File: src/rtl/uart_pkg.sv
// uart_pkg: shared types and helpers for the UART receiver slice.
//   parity_e      - parity mode encoding (matches the PARITY parameter value)
//   rx_state_e    - receiver FSM states
//   baud_cnt_max  - system clocks per bit period
package uart_pkg;

  typedef enum logic [1:0] {PAR_NONE, PAR_ODD, PAR_EVEN} parity_e;

  typedef enum logic [2:0] {IDLE, START, DATA, PARITY, STOP} rx_state_e;

  function automatic int baud_cnt_max(input int clk, input int baud);
    return clk / baud;
  endfunction

endpackage

File: src/rtl/uart_rx_param_if.sv
// uart_rx_param_if: received-word valid/ready channel.
//   po_data  - received data word (DATA_BITS wide)
//   po_perr  - parity error flag for po_data
//   po_ferr  - framing error flag for po_data
//   po_valid - word/flags valid
//   po_ready - consumer accepts the word when po_valid && po_ready
// master = receiver side, slave = consumer side.
interface uart_rx_param_if #(
  parameter int DATA_BITS = 8
) ();
  logic [DATA_BITS-1:0] po_data;
  logic                 po_perr;
  logic                 po_ferr;
  logic                 po_valid;
  logic                 po_ready;

  modport master (output po_data, po_perr, po_ferr, po_valid, input po_ready);
  modport slave  (input po_data, po_perr, po_ferr, po_valid, output po_ready);
endinterface

File: src/rtl/uart_rx_fifo.sv
// uart_rx_fifo: synchronous first-word-fall-through FIFO.
//   sys_clk/sys_rst_n - clock, async active-low reset
//   push_i/din_i      - write strobe and data (ignored when full without a pop)
//   pop_i             - removes the head entry (ignored when empty)
//   dout_o            - head entry, forced to 0 while empty
//   empty_o/full_o    - status
// Pointers carry one extra wrap bit so full and empty are distinguishable.
module uart_rx_fifo #(
  parameter int WIDTH = 10,
  parameter int DEPTH = 4
) (
  input  logic             sys_clk,
  input  logic             sys_rst_n,
  input  logic             push_i,
  input  logic [WIDTH-1:0] din_i,
  input  logic             pop_i,
  output logic [WIDTH-1:0] dout_o,
  output logic             empty_o,
  output logic             full_o
);
  localparam int AW = $clog2(DEPTH);

  logic [AW:0]      wr_q, wr_d, rd_q, rd_d;
  logic [WIDTH-1:0] mem_q [DEPTH];
  logic             do_push, do_pop;

  assign empty_o = (wr_q == rd_q);
  assign full_o  = (wr_q[AW] != rd_q[AW]) && (wr_q[AW-1:0] == rd_q[AW-1:0]);
  assign do_pop  = pop_i && !empty_o;
  assign do_push = push_i && (!full_o || do_pop);
  assign wr_d    = do_push ? wr_q + 1'b1 : wr_q;
  assign rd_d    = do_pop  ? rd_q + 1'b1 : rd_q;
  assign dout_o  = empty_o ? '0 : mem_q[rd_q[AW-1:0]];

  always_ff @(posedge sys_clk or negedge sys_rst_n) begin
    if (!sys_rst_n) begin
      wr_q <= '0;
      rd_q <= '0;
    end else begin
      wr_q <= wr_d;
      rd_q <= rd_d;
    end
  end

  // Storage needs no reset: the head is masked while empty.
  always_ff @(posedge sys_clk) begin
    if (do_push) mem_q[wr_q[AW-1:0]] <= din_i;
  end
endmodule

File: src/rtl/uart_rx_param.sv
// uart_rx_param: parametrised UART receiver (5..9 data bits LSB first,
// none/odd/even parity, 1 or 2 stop bits) with valid/ready word output.
//   sys_clk, sys_rst_n - clock, async active-low reset
//   rx                 - serial input, idle high, asynchronous
//   po                 - uart_rx_param_if.master: po_data/po_perr/po_ferr/po_valid, po_ready
//   overrun            - 1-cycle pulse when a completed frame is dropped for lack of room
//   busy               - FSM not in IDLE
// Build option: define UART_RX_FIFO_EN to buffer FIFO_DEPTH frames (FWFT head on po);
// otherwise a single output register holds one word.
module uart_rx_param #(
  parameter int CLK_FRE    = 50_000_000,
  parameter int BAUD_RATE  = 115200,
  parameter int DATA_BITS  = 8,
  parameter int PARITY     = 0,
  parameter int STOP_BITS  = 1,
  parameter int FIFO_DEPTH = 4
) (
  input  logic             sys_clk,
  input  logic             sys_rst_n,
  input  logic             rx,
  uart_rx_param_if.master  po,
  output logic             overrun,
  output logic             busy
);
  import uart_pkg::*;

  localparam int      CNT_MAX  = baud_cnt_max(CLK_FRE, BAUD_RATE);
  localparam int      CNT_MID  = CNT_MAX / 2;
  localparam int      CNT_W    = $clog2(CNT_MAX);
  localparam int      BIT_W    = $clog2(DATA_BITS);
  localparam int      WORD_W   = DATA_BITS + 2;
  localparam parity_e PAR_MODE = parity_e'(PARITY);

  if (DATA_BITS < 5 || DATA_BITS > 9 || PARITY > 2 || STOP_BITS < 1 || STOP_BITS > 2 ||
      FIFO_DEPTH < 2 || (FIFO_DEPTH & (FIFO_DEPTH - 1)) != 0) begin : g_bad_cfg
    $error("uart_rx_param: unsupported parameter combination");
  end

  // rx synchroniser; s3 only serves the falling-edge detect. Reset to 1 so
  // leaving reset never looks like a start edge.
  logic rx_s1_q, rx_s2_q, rx_s3_q;
  always_ff @(posedge sys_clk or negedge sys_rst_n) begin
    if (!sys_rst_n) begin
      rx_s1_q <= 1'b1;
      rx_s2_q <= 1'b1;
      rx_s3_q <= 1'b1;
    end else begin
      rx_s1_q <= rx;
      rx_s2_q <= rx_s1_q;
      rx_s3_q <= rx_s2_q;
    end
  end

  logic rx_bit, rx_fall;
  assign rx_bit  = rx_s2_q;
  assign rx_fall = rx_s3_q & ~rx_s2_q;

  rx_state_e            state_q, state_d;
  logic [CNT_W-1:0]     cnt_q, cnt_d;
  logic [BIT_W-1:0]     bit_q, bit_d;
  logic                 stop_q, stop_d;
  logic [DATA_BITS-1:0] shift_q, shift_d;
  logic                 perr_q, perr_d, ferr_q, ferr_d;
  logic                 commit, cnt_end;
  logic [WORD_W-1:0]    word;

  assign cnt_end = (cnt_q == CNT_W'(CNT_MAX - 1));
  assign word    = {ferr_d, perr_q, shift_q};
  assign busy    = (state_q != IDLE);

  always_ff @(posedge sys_clk or negedge sys_rst_n) begin
    if (!sys_rst_n) begin
      state_q <= IDLE;
      cnt_q   <= '0;
      bit_q   <= '0;
      stop_q  <= 1'b0;
      shift_q <= '0;
      perr_q  <= 1'b0;
      ferr_q  <= 1'b0;
    end else begin
      state_q <= state_d;
      cnt_q   <= cnt_d;
      bit_q   <= bit_d;
      stop_q  <= stop_d;
      shift_q <= shift_d;
      perr_q  <= perr_d;
      ferr_q  <= ferr_d;
    end
  end

  // Every state exit clears the counter: START leaves at mid-bit, so all
  // later samples (CNT_MAX-1 after each entry/wrap) land at mid-bit too.
  always_comb begin
    state_d = state_q;
    cnt_d   = cnt_end ? '0 : cnt_q + 1'b1;
    bit_d   = bit_q;
    stop_d  = stop_q;
    shift_d = shift_q;
    perr_d  = perr_q;
    ferr_d  = ferr_q;
    commit  = 1'b0;
    unique case (state_q)
      IDLE: begin
        cnt_d = '0;
        if (rx_fall) begin
          state_d = START;
          bit_d   = '0;
          stop_d  = 1'b0;
          perr_d  = 1'b0;
          ferr_d  = 1'b0;
        end
      end
      START: begin
        if (cnt_q == CNT_W'(CNT_MID - 1)) begin
          cnt_d   = '0;
          state_d = rx_bit ? IDLE : DATA;  // high at mid-start: glitch
        end
      end
      DATA: begin
        if (cnt_end) begin
          shift_d = {rx_bit, shift_q[DATA_BITS-1:1]};
          if (bit_q == BIT_W'(DATA_BITS - 1)) begin
            bit_d   = '0;
            state_d = (PAR_MODE == PAR_NONE) ? STOP : uart_pkg::PARITY;
          end else begin
            bit_d = bit_q + 1'b1;
          end
        end
      end
      uart_pkg::PARITY: begin
        if (cnt_end) begin
          perr_d  = (^shift_q ^ rx_bit) != (PAR_MODE == PAR_ODD);
          state_d = STOP;
        end
      end
      STOP: begin
        if (cnt_end) begin
          ferr_d = ferr_q | ~rx_bit;
          if (stop_q == 1'(STOP_BITS - 1)) begin
            // Back to IDLE mid-stop-bit so the next start edge is not missed.
            commit  = 1'b1;
            stop_d  = 1'b0;
            state_d = IDLE;
          end else begin
            stop_d = 1'b1;
          end
        end
      end
      default: state_d = IDLE;
    endcase
  end

  logic ovr_q, room;
  assign overrun = ovr_q;

`ifdef UART_RX_FIFO_EN
  logic [WORD_W-1:0] head;
  logic              empty, full, pop;

  assign pop  = !empty && po.po_ready;
  assign room = !full || pop;

  uart_rx_fifo #(.WIDTH(WORD_W), .DEPTH(FIFO_DEPTH)) u_fifo (
    .sys_clk  (sys_clk),
    .sys_rst_n(sys_rst_n),
    .push_i   (commit && room),
    .din_i    (word),
    .pop_i    (pop),
    .dout_o   (head),
    .empty_o  (empty),
    .full_o   (full)
  );

  assign po.po_data  = head[DATA_BITS-1:0];
  assign po.po_perr  = head[DATA_BITS];
  assign po.po_ferr  = head[DATA_BITS+1];
  assign po.po_valid = !empty;
`else
  logic [WORD_W-1:0] out_q;
  logic              vld_q;

  assign room = !vld_q || po.po_ready;

  always_ff @(posedge sys_clk or negedge sys_rst_n) begin
    if (!sys_rst_n) begin
      out_q <= '0;
      vld_q <= 1'b0;
    end else if (commit && room) begin
      out_q <= word;
      vld_q <= 1'b1;
    end else if (vld_q && po.po_ready) begin
      vld_q <= 1'b0;
    end
  end

  assign po.po_data  = out_q[DATA_BITS-1:0];
  assign po.po_perr  = out_q[DATA_BITS];
  assign po.po_ferr  = out_q[DATA_BITS+1];
  assign po.po_valid = vld_q;
`endif

  always_ff @(posedge sys_clk or negedge sys_rst_n) begin
    if (!sys_rst_n) ovr_q <= 1'b0;
    else            ovr_q <= commit && !room;
  end
endmodule

File: src/flat_wrapper.sv
// flat-port wrapper written by rule: the top's interface ports become plain ports
module uart_rx_param_flat import uart_pkg::*;
#(
  parameter int CLK_FRE    = 50_000_000,
  parameter int BAUD_RATE  = 115200,
  parameter int DATA_BITS  = 8,
  parameter int PARITY     = 0,
  parameter int STOP_BITS  = 1,
  parameter int FIFO_DEPTH = 4
)
  (sys_clk, sys_rst_n, rx, overrun, busy, po_po_data, po_po_perr, po_po_ferr, po_po_valid, po_po_ready);
  uart_rx_param_if #(.DATA_BITS(DATA_BITS)) po_i ();
  input  logic sys_clk;
  input  logic sys_rst_n;
  input  logic rx;
  output logic overrun;
  output logic busy;
  output wire logic [$bits(po_i.po_data)-1:0] po_po_data;
  output wire logic [$bits(po_i.po_perr)-1:0] po_po_perr;
  output wire logic [$bits(po_i.po_ferr)-1:0] po_po_ferr;
  output wire logic [$bits(po_i.po_valid)-1:0] po_po_valid;
  input wire logic [$bits(po_i.po_ready)-1:0] po_po_ready;
  assign po_po_data = po_i.po_data;
  assign po_po_perr = po_i.po_perr;
  assign po_po_ferr = po_i.po_ferr;
  assign po_po_valid = po_i.po_valid;
  assign po_i.po_ready = po_po_ready;
  uart_rx_param #(.CLK_FRE(CLK_FRE), .BAUD_RATE(BAUD_RATE), .DATA_BITS(DATA_BITS), .PARITY(PARITY), .STOP_BITS(STOP_BITS), .FIFO_DEPTH(FIFO_DEPTH)) u_core (.sys_clk(sys_clk), .sys_rst_n(sys_rst_n), .rx(rx), .po(po_i), .overrun(overrun), .busy(busy));
endmodule
File: config.mk
export PLATFORM = sky130hd
export DESIGN_NAME = uart_rx_param_flat
export DESIGN_NICKNAME = d
export VERILOG_FILES = /design/src/rtl/uart_pkg.sv /design/src/rtl/uart_rx_param_if.sv /design/src/rtl/uart_rx_fifo.sv /design/src/rtl/uart_rx_param.sv /design/src/flat_wrapper.sv
export SDC_FILE = /design/constraint.sdc
export NUM_CORES = 1
export LEC_CHECK = 0
export CORE_MARGIN = 2
export CORE_UTILIZATION = 60
export DETAILED_ROUTE_END_ITERATION = 7
export GPL_TIMING_DRIVEN = 0
export PLACE_DENSITY = 0.88
export SYNTH_ARGS = -nofsm -noshare
export SYNTH_HDL_FRONTEND = slang
export SYNTH_SLANG_ARGS = --single-unit
File: constraint.sdc
create_clock -name sys_clk -period 3.04 [get_ports sys_clk]
set_clock_uncertainty 0.05 [all_clocks]
set_input_delay 0.304 -clock sys_clk [delete_from_list [all_inputs] [get_ports sys_clk]]
set_output_delay 0.304 -clock sys_clk [all_outputs]
set_load 0.05 [all_outputs]
==> impl_metrics.yaml <==
sta:
  timing.final.crit_period_ps: 2290
  setup_viol: 0
  worst_pin_slew_ps: 865
  fmax_mhz: 437
  max_slew_margin_pct: 42.3
  setup_tns_ps: 0
  fin_crit_sh_pct: 75.4
  setup_slack_ps: 749
  slew_viol_final: 0
  rsz0062_at_grt: "no"
  finalHoldViolCount: 0
setup_path:
  cp_top_family: "buffers and inverters"
  cp-start-kind: "flip-flop"
  path_max_fanout: 8
  required_ps: 2690
  critical_path_class: "reg2out"
  crit_chain: "buf_6 -> or3_4 -> clkdlybuf4s50_1"
  cp_num_buf_inv: 2
  endpoint_kind: "primary output"
  arrival_ps: 1940
  critPathSlowestCell: "clkdlybuf4s50_1"
  crit_path_max_incr_delay_ps: 710
drt:
  dr_total_vias: 1139
  avgViaCountPerCell: 5.61
  route.detailed.drc: 0
  wl_per_cell_um: 14.5
  wl_um: 2950
  dr.pass1.iters: 4
  detail-route-antenna-nets: 0
  drt_iter0_drc: 20
placed_design:
  routabilityCongestion: 0.839
  port-buffer-count: 16
  post-place-ws_ps: 1120
  dp_hpwl_um: 2160
global_route:
  grt_util_met1_pct: 24.7
  grt_use_total_pct: 19.5
  grt_use_met2_pct: 30.6
  grt_max_degree: 41
  grt_pass1_vias: 1091
  use_met3_pct: 4.59
  globalRoute.totalOverflow: 0
  grt_pass1_wl_um: 4890
  grt_busiest_layer: "met2"
  antenna_found_initial: 0
worst_hold_path:
  holdCritPathClass: "in2async"
pwr:
  power_density_nw_per_um2: 495
  seq_power_share_pct: 59.6
  p_switching_w: 0.000293
  power_frac_clock_pct: 26.7
  swShare_pct: 28.3
  irDropWorstVdd_uv: 408
  combPwrFrac_pct: 13.7
  total_power_w: 0.00104
  internal_power_w: 0.000745
  leakagePower_nw: 1.01
cts:
  hold_buffers: 0
  postCtsSetupRepairBufs: 0
  numCtsBuffers: 5
  clk_latency_ps: 340
  cts_root_buffer: "clkbuf_4"
  post_cts_resized: 0
  htreeDepth: 2
  cts_tree: "built"
  max-clock-path-buffers: 2
  clk_pin_slew_worst_paths_ps: 110
  clock_sinks: 40
die:
  die_x_um: 59.3
  core_sq_um: 2980
  fp.dieH_um: 59.3
  start_util_pct: 61.7
  dieArea_sq_um: 3520
  rows: 20
  top_level_ports: 17
synthesis:
  seq_area_frac_synth_pct: 54.7
  yosys-top-cells-area: "dfrtp_1 (50%), mux2_2 (11%), dfstp_2 (4.3%)"
  yosysWarnings: 0
  synth_area_per_cell_sq_um: 12.6
  synth_nets: 155
  synthFlopType: "dfrtp_1"
  yosysTopAreaCellShare_pct: 50.4
  syn_inst: 146
  yosys.area.top_type: "dfrtp_1"
  synth_seq_cells: 40
  synth_area_sq_um: 1840
  yosysUniqueCellTypes: 35
  synth_edf_count: 0
  async_reset_ff_share_pct: 100
run_status:
  status: "finished, final reports clean"
cells_and_area:
  fin_util_pct: 70.4
  area_growth_pct: 14.1
  antennaDiodeCount: 0
  nets: 178
  drive_gt1_share_pct: 22.4
flow_run:
  cap_violations: 0
[flip-flops by register name, indices dropped and copies added (netlist names)]
name	count
u_core.overrun	1
u_core.out_q	10
u_core.perr_q	1
u_core.state_q	3
u_core.ferr_q	1
u_core.bit_q	3
u_core.rx_s3_q	1
u_core.rx_bit	1
u_core.po.po_valid	1
u_core.shift_q	8
u_core.cnt_q	9
u_core.rx_s1_q	1
[Yosys cell counts (all sizes together), types with 2 or more instances]
master and n:
inv 7, nor2 12, nor3b 2, o21ai 6
xor2 5, dfrtp 37, nand2 7, and3 2
ha 5, buf 3, nand4 2, o31ai 3
mux2 18, dfstp 3, xnor2 8, nand3 8
nand2b 3, mux2i 2, or3 2, nor2b 2
[power groups by stage]
stage / Combinational, W / Sequential (W) / Clock, W
2_1_floorplan: 0.000108 / 0.000617 / 0
3_5_place_dp: 0.000144 / 0.000628 / 0
3_3_place_gp: 0.000140 / 0.000625 / 0
6_report: 0.000143 / 0.000618 / 0.000277
4_1_cts: 0.000145 / 0.000618 / 0.000290
5_1_grt: 0.000164 / 0.000625 / 0.000311
[worst paths after layout]
check                                   from                end  slack [ps]  cells past startpoint
setup / recovery           u_core.state_q[1]               busy         750                      3
hold / removal                     sys_rst_n  u_core.shift_q[2]          20                      1
setup reg to reg             u_core.cnt_q[0]    u_core.cnt_q[8]        1160                      6
hold reg to reg               u_core.rx_s1_q      u_core.rx_bit         320                      0
max in group asynchronous          sys_rst_n  u_core.shift_q[0]        2400                      1
min in group sys_clk          u_core.rx_s1_q      u_core.rx_bit         320                      0
[cell type report]
class                      instances  area (sq um)
sequential                        40          1000
fill                             233           882
multi-input combinational         96           778
timing repair buffer              16           155
clock buffer                       7          55.1
tap                               33          41.3
buffer                             3          27.5
inverter                           7          26.3
clock inverter                     1          7.51
[kinds of logic (layout without fill, tap and decap cells)]
| group | after synthesis | count (layout) | synth area share (%) |
|---|---|---|---|
| AO/OA/AOI/OAI | 11 | 11 | 3.88 |
| XOR/XNOR | 14 | 14 | 7.43 |
| adder cells (fa/ha/maj) | 5 | 5 | 3.41 |
| buffers and inverters | 10 | 34 | 2.93 |
| flip-flops | 40 | 40 | 54.7 |
| multiplexers | 20 | 20 | 12.1 |
| AND/OR/NAND/NOR | 46 | 46 | 15.5 |
[metal layers]
layer	wire [um]	share of wire, %
met1	1310	45
met2	1460	50
met3	111	3.8
met4	62	2.1
met5	0	0
[metrics by stage]
stage               hold WS, ps  cells  cell area (sq um)
floorplan                 -41.6    146               1840
global placement            297    195               2040
detailed placement          305    195               2030
CTS                        27.3    203               2100
global route               56.3    203               2100
finish                     15.1    203               2100
[placed cells by master (no fill, tap or decap), types with 2 or more instances in the layout]
cell,count
and3_1,2
buf_2,2
buf_6,2
clkbuf_4,5
clkdlybuf4s50_1,15
dfrtp_1,37
dfstp_2,3
ha_1,5
inv_1,7
mux2_2,18
mux2i_1,2
nand2_1,7
nand2b_1,3
nand3_1,7
nand4_1,2
nor2_1,12
nor2b_1,2
o21ai_0,4
o21ai_1,2
o31ai_1,2
xnor2_1,8
xor2_1,5
Power figures use the tool's default switching activity.
